$ cat config.mk
export PLATFORM = sky130hd
export DESIGN_NAME = priority_encoder_8to3
export DESIGN_NICKNAME = d
export VERILOG_FILES = /design/src/rtl/priority_encoder_8to3.sv
export SDC_FILE = /design/constraint.sdc
export NUM_CORES = 1
export LEC_CHECK = 0
export CORE_AREA = 4 4 41 43
export CTS_BUF_LIST = sky130_fd_sc_hd__clkbuf_4 sky130_fd_sc_hd__clkbuf_8
export DETAILED_ROUTE_END_ITERATION = 7
export DIE_AREA = 0 0 45 47
export PLACE_DENSITY = 0.52
export SLEW_MARGIN = 20
export SYNTH_ARGS = -nofsm -noshare
export SYNTH_HDL_FRONTEND = slang
export SYNTH_SLANG_ARGS = --single-unit
$ cat constraint.sdc
create_clock -name clk -period 1.6 [get_ports clk]
set_clock_uncertainty 0.2 [all_clocks]
set_input_delay 0.24 -clock clk [delete_from_list [all_inputs] [get_ports clk]]
set_output_delay 0.24 -clock clk [all_outputs]
set_load 0.005 [all_outputs]
$ cat src/rtl/priority_encoder_8to3.sv
// Registered 8-to-3 priority encoder with enable.
// Converts eight request lines into the binary index of the highest-numbered
// asserted line, plus a valid flag. The outputs come straight from flops, so
// there is no path from the request lines to the outputs that bypasses a clock edge.
module priority_encoder_8to3 (
  input  logic clk,
  input  logic rst,
  input  logic I_0,
  input  logic I_1,
  input  logic I_2,
  input  logic I_3,
  input  logic I_4,
  input  logic I_5,
  input  logic I_6,
  input  logic I_7,
  input  logic enable,
  output logic Y_0,
  output logic Y_1,
  output logic Y_2,
  output logic valid
);

  // Request vector, bit k = request line k (bit 7 has the highest priority).
  logic [7:0] req;
  assign req = {I_7, I_6, I_5, I_4, I_3, I_2, I_1, I_0};

  // higher_any[k] is set when some line above k is asserted.
  // win[k] is set when line k is the highest asserted line.
  // At most one bit of win can be set.
  logic [7:0] higher_any;
  logic [7:0] win;

  assign higher_any[7] = 1'b0;

  genvar gi;
  generate
    for (gi = 0; gi < 7; gi++) begin : g_higher
      assign higher_any[gi] = higher_any[gi+1] | req[gi+1];
    end
    for (gi = 0; gi < 8; gi++) begin : g_win
      assign win[gi] = req[gi] & ~higher_any[gi];
    end
  endgenerate

  // Index bit b is the OR of every winner position whose index has bit b set.
  // Because win is one-hot or zero, this gives the binary index of the winner.
  logic [2:0] idx;

  generate
    for (gi = 0; gi < 3; gi++) begin : g_idx
      logic [7:0] sel_mask;
      for (genvar gj = 0; gj < 8; gj++) begin : g_mask
        assign sel_mask[gj] = ((gj >> gi) & 1) != 0;
      end
      assign idx[gi] = |(win & sel_mask);
    end
  endgenerate

  // Next-state values. When disabled or idle, the index drops back to zero.
  logic [2:0] y_next;
  logic       valid_next;

  // Gate the encoded result with enable and any-request.
  always_comb begin
    y_next     = 3'b000;
    valid_next = 1'b0;
    if (enable && (|req)) begin
      y_next     = idx;
      valid_next = 1'b1;
    end
  end

  // Output registers. Reset clears them immediately, without waiting for a clock edge.
  logic [2:0] y_reg;
  logic       valid_reg;

  always_ff @(posedge clk or posedge rst) begin
    if (rst) begin
      y_reg     <= 3'b000;
      valid_reg <= 1'b0;
    end else begin
      y_reg     <= y_next;
      valid_reg <= valid_next;
    end
  end

  assign Y_0   = y_reg[0];
  assign Y_1   = y_reg[1];
  assign Y_2   = y_reg[2];
  assign valid = valid_reg;

  // Unknown request or enable values have no defined encoding, so they are flagged here.
  a_inputs_known : assert property (
    @(posedge clk) disable iff (rst) !$isunknown({req, enable})
  );

endmodule

==> results.toml <==
[status]
status = "finished, final reports clean"

[cells_and_area]
fin_area_um2 = 389
antenna_cells = 0
fin_nets = 49
syn_to_final_growth_pct = 105
largest_reg_flops = 3
layout_common_cells = "14 x clkdlybuf4s50_1, 4 x dfrtp_1, 3 x clkbuf_4"
regArea_um2 = 100
drive_above_1_share_pct = 13.9
multiInputGateArea_um2 = 82.6
layout_commonest_cell = "clkdlybuf4s50_1"
fill_cells = 145

[clocking]
clock-root-buffer = "clkbuf_4"
cts_buffers = 3
cts.clk_slew.worst_paths_ns = 0.04
cts_num_sinks = 4
cts_tree = "yes"
postCtsResizedCells = 0
postCtsSetupBuffers = 0
htreeDepth = 1
clock_path_buffers = 2

[power]
power.total_uw = 295
ir_drop_mv = 0.171
cellLeakagePower_uw = 0.000156
power.density_mw_per_mm2 = 757

[timing]
drv_slew = 0
tightest_slew_ns = 0.252
fin_crit_sh_pct = 92.8
rsz0062_at_grt = "false"
finalHoldViolCount = 0
fmax_mhz = 674
finalCriticalPeriod_ns = 1.48
finalSetupViolCount = 0
layout_setup_ws_ns = 0.116
relSlewSlack_pct = 83.0
tns_ns = 0

[floorplanning]
initial_core_util_pct = 14.6
core.rowCount = 13
die_w_um = 45
die_height_um = 47
core_area_mm2 = 0.00130
ioPinCount = 15
die_area_mm2 = 0.00212

[place]
portBuffers = 14
place_ws_ns = -0.103
gp_congestion = 0.714
dpl_cell_area_um2 = 357
place_hpwl_um = 403

[route]
antenna_left = 0
dr_total_vias = 206
initialDrtViolationCount = 0
drc = 0
wl_um = 491
wire_per_inst_um = 9.63
vias_per_cell = 4.04
firstDrtPassIters = 1

[yosys]
synth_area_per_cell_um2 = 11.2
yosys.cell_types.count = 11
netlist_area_um2 = 190
yosys_warnings = 0
netlist_instances = 17
seq_area_frac_synth_pct = 52.6
syn_nets = 28
ys_ff_latch = 4

[setup_path]
worstSetupPathType = "register to primary output"
critPathCaptureType = "primary output"
crit_path_end = "Y_2"
cp.buffers_inverters = 1
cpPeakStageDelay_ns = 0.50
cp_data_required_time_ns = 1.16
cp.depth = 1
cp-startpoint = "y_reg[2]"
crit_family = "buffers and inverters"
crit_path_cell_trace = "clkdlybuf4s50_1"
crit_slowest_cell = "clkdlybuf4s50_1"
arrival_ns = 1.04
crit_path_max_fanout = 1
cp-start-kind = "register"

[flow_run]
maxCapViolations = 0

[grt]
grt_start_max_net_pins = 5
grt-ovfl-total = 0
grt_pass1_wl_um = 862
grt_pass1_vias = 244
antenna_found_initial = 0
track_usage_pct = 6.75

[worst_hold_path]
hp-start = "I_1"
hp-class = "primary input to register"
==> cells by family (layout without fill, tap and decap cells) <==
group,Yosys count,in the layout,synth area share [%]
AND/OR/NAND/NOR,7,7,25.7
AO/OA/AOI/OAI,4,4,17.8
flip-flops,4,4,52.6
buffers and inverters,2,21,3.95
==> layout make-up <==
class / count / area share, %
timing repair buffer: 16 / 40.5
sequential: 4 / 25.7
multi-input combinational: 11 / 21.2
clock buffer: 3 / 5.79
tap: 15 / 4.82
inverter: 2 / 1.93
==> where the power goes <==
group	internal, uW	total (uW)	switching [uW]
Clock	83.7	122	38.6
Sequential	108	110	1.58
Combinational	42.0	62.8	20.8
Total	234	295	61.0
==> stage by stage <==
stage / utilization [%] / cells / hold WS (ns)
4_1_cts: 29.9 / 51 / 0.407
3_3_place_gp: 27.4 / 47 / 0.234
5_1_grt: 29.9 / 51 / 0.452
2_1_floorplan: - / 17 / -0.194
3_5_place_dp: 27.4 / 47 / 0.226
6_report: 29.9 / 51 / 0.413
==> cells in the mapped netlist (all sizes together) <==
cell | count | area [um^2]
dfrtp | 4 | 100
inv | 2 | 7.51
nor2 | 2 | 7.51
o31a | 2 | 17.5
a21boi | 1 | 7.51
a221oi | 1 | 8.76
nand2 | 1 | 3.75
nand3 | 1 | 5.00
nor2b | 1 | 6.26
nor3 | 1 | 5.00
nor4 | 1 | 21.3
==> per-layer routing <==
layer / share of wire [%] / track usage [%]
met5: 0 / 0
met4: 8.6 / 14.0
met3: 13 / 0
met2: 41 / 9.60
met1: 37 / 6.24
==> worst min path at each step <==
stage / end / slack (ns) / cells after the start
floorplan: valid / -0.19 / 1
global placement: y_reg[0] / 0.23 / 2
detailed placement: y_reg[1] / 0.23 / 2
CTS: y_reg[0] / 0.41 / 3
global route: valid / 0.45 / 2
finish: y_reg[0] / 0.41 / 3
==> what timing repair did <==
item | in CTS | in global routing
endpoints found under the setup margin | 0 | 0
hold buffers | 1 | 0
hold endpoints to repair | 4 | 0
No activity file was read; power rests on OpenSTA's default activity.
